<file path="config.mk">
export PLATFORM = sky130hd
export DESIGN_NAME = fir_output_capture
export DESIGN_NICKNAME = d
export VERILOG_FILES = /design/src/rtl/fir_capture_pkg.sv /design/src/rtl/capture_ram.sv /design/src/rtl/fir_output_capture.sv
export SDC_FILE = /design/constraint.sdc
export NUM_CORES = 1
export LEC_CHECK = 0
export ABC_AREA = 1
export CORE_ASPECT_RATIO = 1.75
export CORE_MARGIN = 2
export CORE_UTILIZATION = 25
export CTS_CLUSTER_SIZE = 40
export DETAILED_ROUTE_END_ITERATION = 8
export PLACE_DENSITY = 0.47
export SYNTH_ARGS = -nofsm -noshare
export SYNTH_HDL_FRONTEND = slang
export SYNTH_SLANG_ARGS = --single-unit
</file>
<file path="constraint.sdc">
create_clock -name clock -period 4 [get_ports clock]
set_input_delay 0.8 -clock clock [delete_from_list [all_inputs] [get_ports clock]]
set_output_delay 0.8 -clock clock [all_outputs]
set_load 0.05 [all_outputs]
</file>
<file path="src/rtl/fir_capture_pkg.sv">
// Shared types and defaults for the FIR output capture sink.
// Defaults match the n_tap_fir filter benches.
package fir_capture_pkg;

  localparam int DEF_DATA_WIDTH  = 8;
  localparam int DEF_LENGTH      = 20;
  localparam int DEF_SKIP_CYCLES = 1;
  localparam int DEF_DATA_LEN    = 33;
  localparam int DEF_CAPTURE_LEN = DEF_DATA_LEN + DEF_LENGTH - 1;
  localparam int DEF_ADDR_WIDTH  = 6;

  typedef enum logic [2:0] {
    ST_IDLE,
    ST_SKIP,
    ST_CAPTURE,
    ST_READY,
    ST_READOUT
  } cap_state_e;

  function automatic int sample_width(input int dw);
    return 2 * dw;
  endfunction

endpackage

</file>
<file path="src/rtl/capture_ram.sv">
// Simple dual-port sample buffer: one write port, one registered read port.
// Read register holds its value while re_i is low.
module capture_ram #(
  parameter int ADDR_WIDTH = 6,
  parameter int DATA_WIDTH = 16
) (
  input  logic                  clk_i,
  input  logic                  rst_n_i,
  input  logic                  we_i,
  input  logic [ADDR_WIDTH-1:0] waddr_i,
  input  logic [DATA_WIDTH-1:0] wdata_i,
  input  logic                  re_i,
  input  logic [ADDR_WIDTH-1:0] raddr_i,
  output logic [DATA_WIDTH-1:0] rdata_o
);

  logic [DATA_WIDTH-1:0] mem_q [2**ADDR_WIDTH];
  logic [DATA_WIDTH-1:0] rdata_q;

  always_ff @(posedge clk_i) begin
    if (we_i) mem_q[waddr_i] <= wdata_i;
  end

  always_ff @(posedge clk_i or negedge rst_n_i) begin
    if (!rst_n_i)  rdata_q <= '0;
    else if (re_i) rdata_q <= mem_q[raddr_i];
  end

  assign rdata_o = rdata_q;

endmodule

</file>
<file path="src/rtl/fir_output_capture.sv">
// Captures CAPTURE_LEN FIR output samples after a skip window, then replays them.
// Optional peak magnitude tracking under FIR_CAPTURE_PEAK_DETECT_EN.
module fir_output_capture
  import fir_capture_pkg::*;
#(
  parameter int DATA_WIDTH  = DEF_DATA_WIDTH,
  parameter int LENGTH      = DEF_LENGTH,
  parameter int SKIP_CYCLES = (LENGTH > 0) ? DEF_SKIP_CYCLES : 0,
  parameter int CAPTURE_LEN = DEF_CAPTURE_LEN,
  parameter int ADDR_WIDTH  = DEF_ADDR_WIDTH
) (
  input  logic                         clock,
  input  logic                         reset_n,
  input  logic                         startFlag,
  input  logic signed [2*DATA_WIDTH-1:0] dataIn,
  input  logic                         readEnable,
  output logic signed [2*DATA_WIDTH-1:0] dataOut,
  output logic                         dataValid,
  output logic                         captureDone,
  output logic                         busy
`ifdef FIR_CAPTURE_PEAK_DETECT_EN
  ,
  output logic [2*DATA_WIDTH-1:0]      peakValue,
  output logic [ADDR_WIDTH-1:0]        peakIndex
`endif
);

  localparam int SW = sample_width(DATA_WIDTH);
  localparam int SKW = (SKIP_CYCLES > 1) ? $clog2(SKIP_CYCLES) : 1;
  localparam int SKIP_LAST = (SKIP_CYCLES > 0) ? SKIP_CYCLES - 1 : 0;
  localparam logic [ADDR_WIDTH-1:0] ADDR_LAST = ADDR_WIDTH'(CAPTURE_LEN - 1);

  cap_state_e state_q, state_d;
  logic [SKW-1:0] skip_q, skip_d;
  logic [ADDR_WIDTH-1:0] wr_q, wr_d;
  logic [ADDR_WIDTH-1:0] rd_q, rd_d;
  logic valid_q;
  logic we, re;
  logic [SW-1:0] rdata;

  always_ff @(posedge clock or negedge reset_n) begin
    if (!reset_n) begin
      state_q <= ST_IDLE;
      skip_q  <= '0;
      wr_q    <= '0;
      rd_q    <= '0;
      valid_q <= 1'b0;
    end else begin
      state_q <= state_d;
      skip_q  <= skip_d;
      wr_q    <= wr_d;
      rd_q    <= rd_d;
      valid_q <= re;
    end
  end

  always_comb begin
    state_d = state_q;
    skip_d  = skip_q;
    wr_d    = wr_q;
    rd_d    = rd_q;
    we      = 1'b0;
    re      = 1'b0;
    unique case (state_q)
      ST_IDLE: begin
        if (startFlag) begin
          skip_d  = '0;
          wr_d    = '0;
          state_d = (SKIP_CYCLES == 0) ? ST_CAPTURE : ST_SKIP;
        end
      end
      ST_SKIP: begin
        if (skip_q == SKW'(SKIP_LAST)) state_d = ST_CAPTURE;
        else skip_d = skip_q + 1'b1;
      end
      ST_CAPTURE: begin
        we   = 1'b1;
        wr_d = wr_q + 1'b1;
        if (wr_q == ADDR_LAST) begin
          rd_d    = '0;
          state_d = ST_READY;
        end
      end
      ST_READY, ST_READOUT: begin
        if (readEnable) begin
          re      = 1'b1;
          rd_d    = rd_q + 1'b1;
          state_d = (rd_q == ADDR_LAST) ? ST_IDLE : ST_READOUT;
        end
      end
      default: state_d = ST_IDLE;
    endcase
  end

  always_comb begin
    busy        = (state_q == ST_SKIP) || (state_q == ST_CAPTURE);
    captureDone = (state_q == ST_READY) || (state_q == ST_READOUT);
    dataValid   = valid_q;
    dataOut     = rdata;
  end

  capture_ram #(
    .ADDR_WIDTH(ADDR_WIDTH),
    .DATA_WIDTH(SW)
  ) u_ram (
    .clk_i  (clock),
    .rst_n_i(reset_n),
    .we_i   (we),
    .waddr_i(wr_q),
    .wdata_i(dataIn),
    .re_i   (re),
    .raddr_i(rd_q),
    .rdata_o(rdata)
  );

`ifdef FIR_CAPTURE_PEAK_DETECT_EN
  logic [SW-1:0] peak_q, peak_d, mag;
  logic [ADDR_WIDTH-1:0] pidx_q, pidx_d;

  // Most negative input has no positive twin; clamp to max positive.
  always_comb begin
    if (!dataIn[SW-1])
      mag = $unsigned(dataIn);
    else if (dataIn == {1'b1, {(SW-1){1'b0}}})
      mag = {1'b0, {(SW-1){1'b1}}};
    else
      mag = $unsigned(-dataIn);
    peak_d = peak_q;
    pidx_d = pidx_q;
    if (state_d == ST_CAPTURE && state_q != ST_CAPTURE) begin
      peak_d = '0;
      pidx_d = '0;
    end else if (we && mag > peak_q) begin
      peak_d = mag;
      pidx_d = wr_q;
    end
  end

  always_ff @(posedge clock or negedge reset_n) begin
    if (!reset_n) begin
      peak_q <= '0;
      pidx_q <= '0;
    end else begin
      peak_q <= peak_d;
      pidx_q <= pidx_d;
    end
  end

  assign peakValue = peak_q;
  assign peakIndex = pidx_q;
`endif

endmodule

</file>
Word-level counts from Yosys, hierarchy flattened
Memory sizes are Yosys's and may differ from the RTL's. A register that Yosys moved wholly into a read port is not among the register bits.
Index checks and enable logic that the tools add are counted.
{"block": "word_totals", "regBits": 17, "latchBits": 0, "ram_bits": 1024, "romBits": 0, "inputBits": 20, "out_inout_bits": 19, "wordCells": 50, "mem_count": 1}
{"name": "u_ram.mem_q", "words": 64, "width": 16, "rd": 1, "rd_ports_with_merged_regs": 1, "wr": 1, "line_no": "capture_ram.sv:17", "text": "logic [DATA_WIDTH-1:0] mem_q [2**ADDR_WIDTH];"}
{"block": "op_classes", "add_sub_neg": 3, "mul": 0, "n_div": 0, "n_lt_le_gt_ge": 0, "n_eq_ne": 10, "shift": 0, "n_mux": 19, "n_bitwise": 0, "reduce_logical": 12}
{"cell": "6-bit one-hot mux with 2 select lines", "n": 2}
{"cell": "6-bit 2-to-1 mux", "n": 3}
{"cell": "3-bit 2-to-1 mux", "n": 5}
{"cell": "6-bit by 1-bit adder with 6-bit output, second input constant", "n": 2}
{"cell": "6-bit == test, second input constant", "n": 2}
{"cell": "3-bit one-hot mux with 4 select lines", "n": 1}
{"cell": "2-bit inequality test, second input constant", "n": 4}
{"cell": "1-bit 2-to-1 mux", "n": 7}
{"cell": "3-bit by 2-bit == test with 1-bit output, second input constant", "n": 2}
{"cell": "2-bit nonzero test", "n": 3}
{"cell": "2-bit AND reduction", "n": 2}
{"cell": "4-bit AND reduction", "n": 1}
{"cell": "3-bit by 1-bit == test with 1-bit output, second input constant", "n": 1}
{"cell": "3-bit == test, second input constant", "n": 1}
{"cell": "3-bit logical NOT", "n": 1}
{"cell": "3-bit AND reduction", "n": 1}
{"cell": "1-bit logical OR", "n": 2}
{"cell": "1-bit one-hot mux with 2 select lines", "n": 1}
{"cell": "2-bit OR reduction", "n": 1}
{"cell": "1-bit adder, second input constant", "n": 1}
{"cell": "1-bit logical NOT", "n": 1}

Logic depth before layout (Yosys ltp)
{"block": "logic_depth", "depth_word": 4, "mapped_depth": 16, "depth_no_buf": 13}

By module
From an unflattened synthesis, not the netlist that was laid out.
{"block": "hier_totals", "hier_cells": 3635, "area_unflattened_um2": 43235.2}
{"module": "capture_ram", "n_inst": 1, "cells_each": 3505, "area_per_inst_um2": 42279.3, "seq_area_each_um2": 31149.9}
{"module": "fir_output_capture", "n_inst": 1, "cells_each": 130, "area_per_inst_um2": 955.9, "seq_area_each_um2": 400.4}

Worst setup path after synthesis
Ideal clock, no wire load.
{"block": "synth_timing", "path_type": "flip-flop to output port", "start": "register state_q[2]", "end": "output port busy", "arrival_ns": 1.654, "required_time_ns": 3.200, "setup_slack_ns": 1.546, "stages_incl_launch_ff": 4, "n_path_buf": 0, "path_cell_list": "dfrtp_1 > inv_1 > nand2_1 > o21ai_0"}
{"block": "synth_between", "elab_chain_len": 2, "word_cells_on_any_way": 3, "classes_between": "eq/ne: 2; reduce/logical: 1"}
{"item": "start, declared", "line_no": "fir_output_capture.sv:33", "text": "cap_state_e state_q, state_d;"}
{"item": "start signal, assigned", "line_no": "fir_output_capture.sv:49", "text": "state_q <= state_d;"}
{"item": "3-bit by 1-bit == test with 1-bit output or 3-bit by 2-bit == test with 1-bit output (tied branches)", "line_no": "fir_output_capture.sv:96", "text": "busy = (state_q == ST_SKIP) || (state_q == ST_CAPTURE);"}
{"item": "1-bit logical OR (*)", "line_no": "fir_output_capture.sv:96"}
{"item": "end, declared", "line_no": "fir_output_capture.sv:20", "text": "output logic busy"}
Every way passes the cells marked *; elsewhere a longest branch is shown, timed or not.

Worst setup path after layout
Ends and elaborated chain as after synthesis.

==> results.cfg <==
[job]
cap_violations = 0

[pwr]
power.switching_mw = 11.9
max-vdd-ir-drop_v = 0.000568
leakagePower_nw = 20.7
p_int_mw = 20.0
power_frac_seq = 0.395
swShare = 0.374
power_density_nw_per_um2 = 617
pwr-share-comb = 0.321
clkPwrFrac = 0.284

[sta]
fin_crit_ns = 3.55
hold_viol_final = 0
slew_headroom = 0.208
hold-worst-slack_ns = 0.211
finalSetupViolations = 0
rsz0062_at_grt = false
period_share = 0.888
timing.fmax_ghz = 0.282
final_max_slew_viol_count = 0
fin_setup_tns_ns = 0
worst_slew_pin_slew_ns = 1.19
skew_ns = 0.0233

[setup_path]
arrival_ns = 2.75
critPathSlowestCell = clkdlybuf4s50_1
startpoint_type = flip-flop
critPathLaunch = state_q[2]$_DFFE_PN0P_
critPathCapture = busy
r2r-start = rd_q[0]$_DFFE_PN0P_
cp_max_fo = 8
path_class = reg2out
required_ns = 3.20
worst-r2r-setup-slack_ns = 1.16
worst-r2r-cell-count = 13
cpPeakStageDelay_ns = 0.92
path_cells = nor2_1 > nand2_1 > o21ai_0 > clkdlybuf4s50_1
endpoint_kind = output pin
timing.rr.end = u_ram.rdata_o[12]$_DFFE_PN0P_

[global_route]
grt_pass1_wl_um = 203000
track_usage = 0.150
grt_overflow = 0
grt_antenna_before_repair = 11
grt_pass1_vias = 29100
grt_max_degree = 128

[synth]
syn_area_um2 = 45100
muxShareOfSynthArea = 0
synth_nets = 4377
synth-warning-count = 0
async_flop_share = 0.0303
synthXorXnorAreaFrac = 0
ys_ff_latch = 1056
synth_top_family_by_area = simple AND/OR/NAND/NOR gates
synth_edf_count = 1024
syn_inst = 4355
ys_types = 30
synthFlopType = edfxtp_1
synth.avg_cell_area_um2 = 10.4
seq_area_frac_synth = 0.699
yosys.area_share.simple = 0.201
synth_fa_ha_area_frac = 0.000554
synth_compound_area_frac = 0.0238

[cells_and_area]
area_delta_synth_final_pct = 14.6
fin_nets = 4456
nFillCells = 18600
regArea_um2 = 31600
fin_util = 0.288
drive_gt1_frac = 0.0687
multiInputGateArea_um2 = 10200
final_common_cell = nand2_1
most-common-layout-cells = nand2_1 (1421), edfxtp_1 (1024), inv_1 (615)

[placement]
portBuffers = 38
hpwlAfterDp_um = 89200
gp_routability_congestion = 0.880

[detailed_routing]
drc = 0
vias = 29700
wirelength_um = 140000
met3_length_um = 5280
ant_nets = 0
drt_iter0_markers = 1990
wl_per_cell_um = 20.3
drt_pass1_iterations = 5
top_layer_used = met5
met1Wirelength_um = 52000
met2_wirelength_um = 76500
routed_via_density = 4.30

[die]
io-pin-count = 39
start_util = 0.251
die_x_um = 325
die_h_um = 566
placeableCoreArea_um2 = 180000
dieArea_um2 = 184000
rows = 206

[clock_tree]
cts_resized = 0
cts.sinks = 1056
cts_buffers = 93
cts_max_path_buffers = 3
postCtsHoldBufs = 0
post_cts_buffers = 0
cts_root_buf = clkbuf_16
clock_latency_ns = 0.70
h-tree-depth = 3
clkTransAtPathRegs_ns = 0.07
cts_tree = built

[outcome]
outcome = finished, final reports clean

[worst_hold_path]
hold_path_class = in2async
## synthesized netlist by cell type (2+ instances only)
| cell | count | share of area |
|---|---|---|
| nor2_2 | 2 | 0.00028 |
| nor2_1 | 415 | 0.035 |
| inv_1 | 615 | 0.051 |
| buf_6 | 13 | 0.0032 |
| o21bai_1 | 12 | 0.0020 |
| nand2_1 | 1421 | 0.12 |
| nor3_1 | 4 | 0.00044 |
| o21ai_0 | 127 | 0.014 |
| nand3_1 | 414 | 0.046 |
| a21oi_1 | 30 | 0.0033 |
| nand4_1 | 12 | 0.0017 |
| buf_2 | 82 | 0.0091 |
| ha_1 | 2 | 0.00055 |
| buf_4 | 28 | 0.0047 |
| inv_2 | 3 | 0.00025 |
| edfxtp_1 | 1024 | 0.68 |
| clkbuf_1 | 68 | 0.0057 |
| dfrtp_1 | 32 | 0.018 |
| o21ai_1 | 30 | 0.0033 |
| buf_1 | 11 | 0.00091 |
## final cells by class
cell class                 count  share of cell area
sequential                  1056               0.610
inverter                     620              0.0453
clock inverter                58              0.0101
timing repair buffer         187              0.0322
tap                         2392              0.0578
antenna                        4            0.000193
multi-input combinational   2476               0.197
clock buffer                 114              0.0473
## registers in the layout (all words and copies together), names as in the netlist
name and flops:
dataValid 1, u_ram.rdata_o 16, rd_q 6, state_q 3, u_ram.mem_q 1024, wr_q 6
## logic make-up (layout without fill, tap and decap cells)
logic type	count (synthesis)	in the layout
AND/OR/NAND/NOR	2269	2269
flip-flops	1056	1056
buffers and inverters	823	979
AO/OA/AOI/OAI	205	205
adder cells (fa/ha/maj)	2	2
other	0	4
## critical path, delay by kind of cell (launching register included)
kind            cells  cell delay (ns)
compound gates      1             0.30
buf+inv             1             0.92
flops               1             0.41
simple gates        2             0.43
## worst min-delay path by stage
stage / to / cells past startpoint
3_5_place_dp: u_ram.rdata_o[9]$_DFFE_PN0P_ / 2
5_1_grt: state_q[0]$_DFFE_PN0P_ / 1
6_report: wr_q[1]$_DFFE_PN0P_ / 1
4_1_cts: wr_q[4]$_DFFE_PN0P_ / 1
3_3_place_gp: u_ram.rdata_o[11]$_DFFE_PN0P_ / 2
2_1_floorplan: dataValid$_DFF_PN0_ / 0
## power by group through the flow
stage               clock network, mW  registers, mW  logic (mW)
floorplan                           0           13.0        6.37
global placement                    0           12.9        10.4
detailed placement                  0           12.9        10.4
CTS                              9.26           12.6        10.5
global route                     9.63           12.6        11.3
finish                           9.06           12.6        10.2
## layer usage
layer,global-route usage,vias up
met3,0.0150,185
met1,0.164,14600
li1,-,14200
met4,0.0697,2
met2,0.287,664
met5,0,-
## stage by stage
stage | area [µm²] | instances | power (mW) | setup slack [ns]
after floorplan | 45100 | 4355 | 19.3 | 1.55
after global placement | 48800 | 6731 | 23.3 | 1.14
after detailed placement | 48800 | 6731 | 23.3 | 1.16
after CTS | 51700 | 6903 | 32.3 | 0.422
after global routing | 51700 | 6904 | 33.6 | 0.319
final | 51700 | 6907 | 31.9 | 0.449
Power figures use the tool's default switching activity.
